File: config.mk
export PLATFORM = sky130hd
export DESIGN_NAME = boot_loader_46
export DESIGN_NICKNAME = d
export VERILOG_FILES = /design/src/rtl/boot_loader_46_pkg.sv /design/src/rtl/boot_loader_46_byte_assembler.sv /design/src/rtl/boot_loader_46.sv
export SDC_FILE = /design/constraint.sdc
export NUM_CORES = 1
export LEC_CHECK = 0
export CAP_MARGIN = 30
export CORE_UTILIZATION = 45
export CTS_CLUSTER_SIZE = 28
export DETAILED_ROUTE_END_ITERATION = 16
export PLACE_DENSITY = 0.77
export SYNTH_ARGS = -nofsm -noshare
export SYNTH_HDL_FRONTEND = slang
export SYNTH_SLANG_ARGS = --single-unit
export TNS_END_PERCENT = 1
File: constraint.sdc
create_clock -name clk_46 -period 4.9 [get_ports clk_46]
set_input_delay 0.98 -clock clk_46 [delete_from_list [all_inputs] [get_ports clk_46]]
set_output_delay 0.98 -clock clk_46 [all_outputs]
set_load 0.005 [all_outputs]
File: src/rtl/boot_loader_46_pkg.sv
// Shared loader definitions: FSM state encodings and frame layout constants.
// Pure declarations, no logic.
package boot_loader_46_pkg;

    typedef enum logic [2:0] {
        ST_IDLE   = 3'd0,
        ST_LEN_LO = 3'd1,
        ST_LEN_HI = 3'd2,
        ST_DATA   = 3'd3,
        ST_WRITE  = 3'd4,
        ST_CHK    = 3'd5,
        ST_DONE   = 3'd6,
        ST_ERR    = 3'd7
    } state_t;

    localparam int HDR_BYTES      = 2;
    localparam int BYTES_PER_WORD = 4;

endpackage

File: src/rtl/boot_loader_46_byte_assembler.sv
// Little-endian word assembler with running XOR; word/word_full are combinational on the accepted byte.
// No backpressure of its own: the caller gates accept with the link handshake.
module byte_assembler_46
    import boot_loader_46_pkg::*;
(
    input  logic        clk_46,
    input  logic        rst_46,
    input  logic        clear,
    input  logic        accept,
    input  logic [7:0]  byte_dat,
    output logic [31:0] word,
    output logic        word_full,
    output logic [7:0]  xor_acc
);

    localparam logic [1:0] IDX_LAST = 2'(BYTES_PER_WORD - 1);

    logic [1:0]  idx_q;
    logic [31:0] word_q;

    // The byte completing a word is merged here so the write can launch on its handshake edge.
    always_comb begin
        word = word_q;
        word[{idx_q, 3'b000} +: 8] = byte_dat;
    end

    assign word_full = accept && (idx_q == IDX_LAST);

    always_ff @(posedge clk_46 or negedge rst_46) begin
        if (!rst_46) begin
            idx_q   <= 2'd0;
            word_q  <= 32'h0;
            xor_acc <= 8'h00;
        end else if (clear) begin
            idx_q   <= 2'd0;
            word_q  <= 32'h0;
            xor_acc <= 8'h00;
        end else if (accept) begin
            word_q[{idx_q, 3'b000} +: 8] <= byte_dat;
            idx_q   <= idx_q + 2'd1;
            xor_acc <= xor_acc ^ byte_dat;
        end
    end

endmodule

File: src/rtl/boot_loader_46.sv
// Byte-stream program loader: writes 32-bit words to instruction memory one cycle after each 4th byte, then releases proc reset on a good XOR checksum.
// byte_ready drops for the single write cycle and outside an active load; the source holds its byte meanwhile.
module boot_loader_46 #(
    parameter int unsigned MAX_WORDS = 256,
    parameter logic [31:0] BASE_ADDR = 32'h0000_0000,
    parameter int unsigned ADDR_STEP = 4
) (
    input  logic        clk_46,
    input  logic        rst_46,
    input  logic        start_46,
    input  logic [7:0]  byte_data_46,
    input  logic        byte_valid_46,
    output logic        byte_ready_46,
    output logic [31:0] mwa_i_46,
    output logic [31:0] mwd_i_46,
    output logic        mwr_i_46,
    output logic        proc_rst_46,
    output logic        done_46,
    output logic        err_46,
    output logic [15:0] words_loaded_46
);
    import boot_loader_46_pkg::*;

    localparam logic [31:0] ADDR_STEP_W = ADDR_STEP[31:0];

    state_t      state_q, state_d;
    logic        ready_d, mwr_d, proc_rst_d, done_d, err_d;
    logic [31:0] mwa_d, mwd_d;
    logic [15:0] words_d, len_q, len_d;
    logic        fire, asm_clear, asm_accept, word_full;
    logic [31:0] word;
    logic [7:0]  xor_acc;
    logic [15:0] len_new, words_inc;

    assign fire      = byte_valid_46 && byte_ready_46;
    assign len_new   = {byte_data_46, len_q[7:0]};
    assign words_inc = words_loaded_46 + 16'd1;

    byte_assembler_46 u_asm (
        .clk_46    (clk_46),
        .rst_46    (rst_46),
        .clear     (asm_clear),
        .accept    (asm_accept),
        .byte_dat  (byte_data_46),
        .word      (word),
        .word_full (word_full),
        .xor_acc   (xor_acc)
    );

    always_comb begin
        state_d    = state_q;
        ready_d    = byte_ready_46;
        mwa_d      = mwa_i_46;
        mwd_d      = mwd_i_46;
        mwr_d      = 1'b0;
        proc_rst_d = proc_rst_46;
        done_d     = done_46;
        err_d      = err_46;
        words_d    = words_loaded_46;
        len_d      = len_q;
        asm_clear  = 1'b0;
        asm_accept = 1'b0;

        case (state_q)
            ST_LEN_LO: begin
                if (fire) begin
                    len_d   = {8'h00, byte_data_46};
                    state_d = ST_LEN_HI;
                end
            end
            ST_LEN_HI: begin
                if (fire) begin
                    len_d = len_new;
                    if ((len_new == 16'd0) || ({16'h0000, len_new} > MAX_WORDS)) begin
                        state_d = ST_ERR;
                        err_d   = 1'b1;
                        ready_d = 1'b0;
                    end else begin
                        state_d = ST_DATA;
                    end
                end
            end
            ST_DATA: begin
                asm_accept = fire;
                if (word_full) begin
                    state_d = ST_WRITE;
                    ready_d = 1'b0;
                    mwr_d   = 1'b1;
                    mwa_d   = BASE_ADDR + ADDR_STEP_W * {16'h0000, words_loaded_46};
                    mwd_d   = word;
                end
            end
            ST_WRITE: begin
                words_d = words_inc;
                ready_d = 1'b1;
                state_d = (words_inc == len_q) ? ST_CHK : ST_DATA;
            end
            ST_CHK: begin
                if (fire) begin
                    ready_d = 1'b0;
                    if (byte_data_46 == xor_acc) begin
                        state_d    = ST_DONE;
                        done_d     = 1'b1;
                        proc_rst_d = 1'b0;
                    end else begin
                        state_d = ST_ERR;
                        err_d   = 1'b1;
                    end
                end
            end
            ST_IDLE, ST_DONE, ST_ERR: begin
                if (start_46) begin
                    state_d    = ST_LEN_LO;
                    ready_d    = 1'b1;
                    words_d    = 16'd0;
                    len_d      = 16'd0;
                    asm_clear  = 1'b1;
                    proc_rst_d = 1'b1;
                    done_d     = 1'b0;
                    err_d      = 1'b0;
                end
            end
            default: state_d = ST_IDLE;
        endcase
    end

    always_ff @(posedge clk_46 or negedge rst_46) begin
        if (!rst_46) begin
            state_q         <= ST_IDLE;
            byte_ready_46   <= 1'b0;
            mwa_i_46        <= 32'h0;
            mwd_i_46        <= 32'h0;
            mwr_i_46        <= 1'b0;
            proc_rst_46     <= 1'b1;
            done_46         <= 1'b0;
            err_46          <= 1'b0;
            words_loaded_46 <= 16'd0;
            len_q           <= 16'd0;
        end else begin
            state_q         <= state_d;
            byte_ready_46   <= ready_d;
            mwa_i_46        <= mwa_d;
            mwd_i_46        <= mwd_d;
            mwr_i_46        <= mwr_d;
            proc_rst_46     <= proc_rst_d;
            done_46         <= done_d;
            err_46          <= err_d;
            words_loaded_46 <= words_d;
            len_q           <= len_d;
        end
    end

endmodule

==> results.py, run 1 <==
metrics = {
    "synth": {
        "synth.area.mux_share_pct": 0.4685,
        "syn_avg_cell_area_sq_um": 8.817,
        "synth.top_cell.area_share_pct": 47.24,
        "synthCells": 727,
        "synth_area_leader_cell": "dfrtp_1",
        "synth_flop_cell": "dfrtp_1",
        "ys_warn_count": 0,
        "ys_seq_elements": 122,
        "synthXorXnorAreaFrac_pct": 5.466,
        "synth_edf_count": 0,
        "synthArstFlopShare_pct": 100.0,
        "synth_fa_ha_area_share_pct": 1.171,
        "synth-simple-area-share_pct": 23.11,
        "ys_types": 60,
        "seq_area_frac_synth_pct": 47.65,
        "netlist_area_sq_um": 6410,
        "netlist_top_cells_area": "dfrtp_1 (47%), nand2_1 (8.1%), o21ai_0 (5.8%)",
        "synth_compound_area_share_pct": 15.54,
        "synth_top_family_by_area": "simple AND/OR/NAND/NOR gates",
    },
    "sta": {
        "min_period_ps": 2893,
        "min_period_over_period_pct": 59.05,
        "grt_setup_unrepaired": "no",
        "finalSetupTns_ps": 0,
        "tightest_slew_ps": 935.3,
        "drv_slew": 0,
        "setup_viol": 0,
        "holdWs_ps": 469.6,
        "skew_ps": 9.875,
        "fin_ws_ps": 2007,
        "max_freq_mhz": 345.6,
        "finalHoldViolCount": 0,
        "slew_headroom_pct": 37.43,
    },
    "status": {
        "status": "completed",
    },
    "critical_path": {
        "start_kind": "input port",
        "arrival_ps": 3240,
        "path_max_fanout": 61,
        "cpMostUsedCell": "nand2_1",
        "cpPeakStageDelay_ps": 550,
        "critPathRequiredTime_ps": 5250,
        "worstRegToRegCells": 7,
        "crit_type": "input port to flop",
        "path_delay_family": "buffers and inverters",
        "slowest_stage": "nand2_2",
        "cp_num_cells": 8,
        "path_buf_inv": 3,
        "path_cells": "clkdlybuf4s50_1 > nand3_1 > nor2_2 > buf_4 > nand2_2 > inv_2 > nand2_1 > nand2_1",
        "end_kind": "flop",
    },
    "place": {
        "port_buffers": 80,
        "place.gp.congestion": 0.8779,
        "pre_cts_slack_ps": 1588,
        "dp_hpwl_um": 9984,
    },
    "run": {
        "cap_violations": 0,
    },
    "cts": {
        "ctsLongestPathBuffers": 2,
        "clockRootBuffer": "clkbuf_16",
        "cts_setup_buffers": 0,
        "hold_buffers": 0,
        "cts_made_buffers": 17,
        "cts_sinks": 122,
        "insertion_delay_ps": 420,
        "htreeDepth": 4,
        "path_clk_slew_ps": 50,
        "tritoncts": "done",
        "cts_resized": 0,
    },
    "final_layout": {
        "drive_above_1_share_pct": 7.161,
        "area_growth_pct": 21.67,
        "fillers": 1197,
        "postLayoutCoreUtil_pct": 56.18,
        "antennaDiodeCount": 0,
        "layout.nets": 801,
    },
    "grt": {
        "grt_overflow": 0,
        "first_global_vias": 4950,
        "antenna_found_initial": 0,
        "grt_max_degree": 71,
        "globalRouteTotalUtil_pct": 22.13,
        "grt_first_pass_wirelength_um": 25160,
    },
    "route": {
        "drt_first_pass_iters": 5,
        "via_per_inst": 5.513,
        "via_count": 5381,
        "first_iter_violations": 392,
        "post_drt_wl_per_cell_um": 15.87,
        "postRouteAntennaNets": 0,
        "drcViolationCount": 0,
        "wirelength_um": 15490,
    },
    "hold_path": {
        "hold_path_class": "flop to flop",
        "holdPathStages": 2,
    },
    "power_and_ir_drop": {
        "ir_drop_v": 0.0002582,
        "powerDensity_nw_per_um2": 479.1,
        "power.leakage_nw": 3.409,
    },
    "die": {
        "die_w_um": 121.4,
        "start_util_pct": 46.18,
        "fp.dieH_um": 121.4,
        "dieArea_sq_um": 14730,
        "coreArea_sq_um": 13880,
        "io_pins": 97,
        "num_rows": 43,
    },
}
==> registers in the layout, summed over array words and instances, names as in the netlist <==
| name | flops |
|---|---|
| byte_ready_46 | 1 |
| done_46 | 1 |
| err_46 | 1 |
| len_q | 16 |
| mwa_i_46 | 16 |
| mwd_i_46 | 32 |
| mwr_i_46 | 1 |
| proc_rst_46 | 1 |
| state_q | 3 |
| u_asm.idx_q | 2 |
| u_asm.word_q | 24 |
| u_asm.xor_acc | 8 |
| words_loaded_46 | 16 |
==> worst reg2reg max path, cell delays in order (launching register included) <==
cell,delay [ps]
dfrtp_1,870
nand2b_1,210
nor2_2,150
buf_4,230
nand2_2,550
inv_2,510
nand2_1,120
nand2_1,90
==> power by group <==
group,switching (mW),leakage (nW),total [mW],internal (mW)
clock,0.453,0.289,1.28,0.824
sequential,0.211,1.67,1.39,1.18
combinational,0.620,1.45,1.07,0.450
==> metrics by stage <==
step	power [mW]	std cells	area (sq um)
3_3_place_gp	2.435	944	7193
5_1_grt	3.947	976	7799
6_report	3.736	976	7799
3_5_place_dp	2.457	944	7193
2_1_floorplan	2.157	742	6466
4_1_cts	3.749	976	7799
==> cell usage after synthesis (11+ instances only) <==
library cell and n:
a21oi_1 36, a22oi_1 24, buf_2 23, buf_4 20, clkbuf_1 20, dfrtp_1 121
inv_1 16, nand2_1 139, nand3_1 25, nand4_1 11, nor2_1 59, nor2b_1 26
o21ai_0 74, xnor2_1 28, xor2_1 12
==> kinds of logic after synthesis <==
kind of cell	after synthesis
AO/OA/AOI/OAI	168
XOR/XNOR	40
adder cells (fa/ha/maj)	6
buffers and inverters	82
flip-flops	122
multiplexers	3
other	1
AND/OR/NAND/NOR	305
==> metal layers <==
layer,global-route usage [%],vias up,routed length (um)
met1,28.76,2585,6906
met3,5.263,34,842
met4,8.796,0,404
li1,-,2563,-
met2,35.40,199,7333
met5,0,-,0
==> final cells by class <==
cell class / count / area (sq um) / share of cell area, %
Clock buffer: 21 / 460.4 / 5.904
Clock inverter: 11 / 145.1 / 1.861
Inverter: 17 / 63.81 / 0.8182
Multi-Input combinational cell: 538 / 2999 / 38.46
Sequential cell: 122 / 3054 / 39.16
Tap cell: 180 / 225.2 / 2.888
Timing Repair Buffer: 87 / 850.8 / 10.91
==> cells in the final DEF (no fill, tap or decap), types with 3 or more instances in the layout <==
master	count
a21oi_1	35
a22oi_1	24
a31oi_1	4
and2_1	5
buf_4	8
bufinv_16	3
clkbuf_16	17
clkdlybuf4s50_1	79
clkinv_2	3
clkinvlp_4	3
conb_1	16
dfrtp_1	121
ha_1	6
inv_1	16
mux2i_1	3
nand2_1	138
nand2b_1	5
nand3_1	25
nand4_1	11
nor2_1	59
nor2b_1	26
nor3_1	8
nor4_1	6
nor4_4	3
o21ai_0	74
o31ai_1	7
xnor2_1	28
xor2_1	12
==> final timing paths <==
check,start,end,slack [ps]
hold reg to reg,mwa_i_46[9],mwa_i_46[9],470
min in group asynchronous,rst_46,words_loaded_46[2],690
hold / removal,mwa_i_46[9],mwa_i_46[9],470
setup reg to reg,state_q[1],mwa_i_46[15],2110
setup / recovery,byte_valid_46,mwa_i_46[15],2010
max in group asynchronous,rst_46,words_loaded_46[12],3280
Note: power is estimated with default switching activity, not from simulation.
==> run 2: changes to the inputs <==
--- a/config.mk
+++ b/config.mk
@@ -9,7 +9,7 @@
 export CORE_UTILIZATION = 45
 export CTS_CLUSTER_SIZE = 28
 export DETAILED_ROUTE_END_ITERATION = 16
-export PLACE_DENSITY = 0.77
+export PLACE_DENSITY = 0.8
 export SYNTH_ARGS = -nofsm -noshare
 export SYNTH_HDL_FRONTEND = slang
 export SYNTH_SLANG_ARGS = --single-unit
==> constraint.sdc (replaced) <==
create_clock -name clk_46 -period 2.49 [get_ports clk_46]
set_input_delay 0.498 -clock clk_46 [delete_from_list [all_inputs] [get_ports clk_46]]
set_output_delay 0.498 -clock clk_46 [all_outputs]
set_load 0.005 [all_outputs]
==> results.py, run 2 (synthesis gave the netlist of run 1 again) <==
metrics = {
    "grt": {
        "antenna_found_initial": 0,
        "first_global_vias": 5189,
        "grt_max_degree": 44,
        "gr-usage-met1_pct": 29.75,
        "grt_use_met2_pct": 37.25,
        "grt_overflow": 0,
        "busiest_layer": "met2",
        "grtUsageMet3_pct": 6.015,
        "globalRouteTotalUtil_pct": 23.49,
        "grt_first_pass_wirelength_um": 26570,
    },
    "sta": {
        "slew_headroom_pct": 55.93,
        "min_period_over_period_pct": 87.51,
        "skew_ps": 7.538,
        "finalHoldViolCount": 0,
        "drv_slew": 0,
        "max_freq_mhz": 458.9,
        "tightest_slew_ps": 658.6,
        "grt_setup_unrepaired": "no",
        "fin_ws_ps": 310.9,
        "min_period_ps": 2179,
        "setup_viol": 0,
        "finalSetupTns_ps": 0,
    },
    "route": {
        "first_iter_violations": 572,
        "drt_first_pass_iters": 6,
        "post_drt_wl_per_cell_um": 15.86,
        "drcViolationCount": 0,
        "via_per_inst": 5.452,
        "wirelength_um": 15980,
        "postRouteAntennaNets": 0,
        "via_count": 5496,
    },
    "final_layout": {
        "final_cell_mix": "nand2_1 (138), dfrtp_1 (121), clkdlybuf4s50_1 (79)",
        "largest_reg_flops": 32,
        "multi_input_area_sq_um": 2999,
        "antennaDiodeCount": 0,
        "layout_commonest_cell": "nand2_1",
        "top_register": "mwd_i_46",
        "area_growth_pct": 25.41,
        "seqCellArea_sq_um": 3054,
        "top_regs": "mwd_i_46 x32, u_asm.word_q x24",
        "fillers": 1213,
        "drive_above_1_share_pct": 10.63,
        "postLayoutCoreUtil_pct": 57.91,
        "layout.nets": 833,
    },
    "die": {
        "start_util_pct": 46.18,
        "fp.dieH_um": 121.4,
        "num_rows": 43,
        "die_w_um": 121.4,
        "coreArea_sq_um": 13880,
        "io_pins": 97,
        "dieArea_sq_um": 14730,
    },
    "cts": {
        "clockRootBuffer": "clkbuf_16",
        "tritoncts": "done",
        "htreeDepth": 4,
        "cts_resized": 0,
        "cts_made_buffers": 17,
        "cts_setup_buffers": 0,
        "hold_buffers": 0,
        "cts_sinks": 122,
        "path_clk_slew_ps": 50,
        "insertion_delay_ps": 420,
        "ctsLongestPathBuffers": 2,
    },
    "place": {
        "pre_cts_slack_ps": 245.9,
        "place.gp.congestion": 0.9536,
        "dp_hpwl_um": 11220,
        "port_buffers": 80,
    },
    "status": {
        "status": "completed",
    },
    "power_and_ir_drop": {
        "powerDensity_nw_per_um2": 929.7,
        "ir_drop_v": 0.0007778,
        "power.leakage_nw": 3.576,
    },
    "critical_path": {
        "end_kind": "primary output",
        "arrival_ps": 1680,
        "crit_type": "flop to primary output",
        "path_max_fanout": 9,
        "critPathRequiredTime_ps": 1990,
        "start_kind": "flop",
    },
    "run": {
        "cap_violations": 0,
    },
    "hold_path": {
        "hold_path_class": "input port to asynchronous set/reset pin",
    },
}
## run 2: area by class of cell
| cell class | count | share of cell area [%] |
|---|---|---|
| Tap cell | 180 | 2.802 |
| Timing Repair Buffer | 119 | 13.73 |
| Sequential cell | 122 | 37.99 |
| Clock inverter | 7 | 1.089 |
| Inverter | 17 | 0.7938 |
| Multi-Input combinational cell | 538 | 37.31 |
| Clock buffer | 25 | 6.288 |
## run 2: layer usage
| layer | wire (um) | up-vias |
|---|---|---|
| met5 | 0 | - |
| met4 | 497 | 0 |
| met3 | 1003 | 45 |
| li1 | - | 2645 |
| met2 | 7657 | 205 |
| met1 | 6825 | 2601 |
## run 2: worst paths after layout
| kind | cells past startpoint | from | slack (ps) | to |
|---|---|---|---|---|
| min in group clk_46 | 2 | mwa_i_46[13] | 470 | mwa_i_46[13] |
| hold reg to reg | 2 | mwa_i_46[13] | 470 | mwa_i_46[13] |
| max in group asynchronous | 2 | rst_46 | 1710 | u_asm.word_q[4] |
| hold / removal | 1 | rst_46 | 70 | mwa_i_46[4] |
| setup reg to reg | 7 | words_loaded_46[3] | 330 | state_q[2] |
| setup / recovery | 2 | words_loaded_46[2] | 310 | words_loaded_46[2] |
## run 2: through the flow
stage	hold WS (ps)	power, mW	area (sq um)	instances
2_1_floorplan	202.4	4.246	6466	742
3_3_place_gp	456.8	4.955	7446	976
3_5_place_dp	463.2	5.017	7446	976
4_1_cts	76.26	7.484	8039	1008
5_1_grt	106.5	7.891	8039	1008
6_report	74.11	7.474	8039	1008
## run 2: critical path, cell delays in order (launching register included)
cell	delay, ps
dfrtp_1	540
buf_4	230
clkdlybuf4s50_1	500
## run 2: report_power, final
part | leakage (nW) | total [mW] | switching [mW] | internal [mW]
Sequential | 1.67 | 2.64 | 0.321 | 2.32
Combinational | 1.61 | 2.39 | 1.39 | 1.00
Clock | 0.293 | 2.44 | 0.845 | 1.60
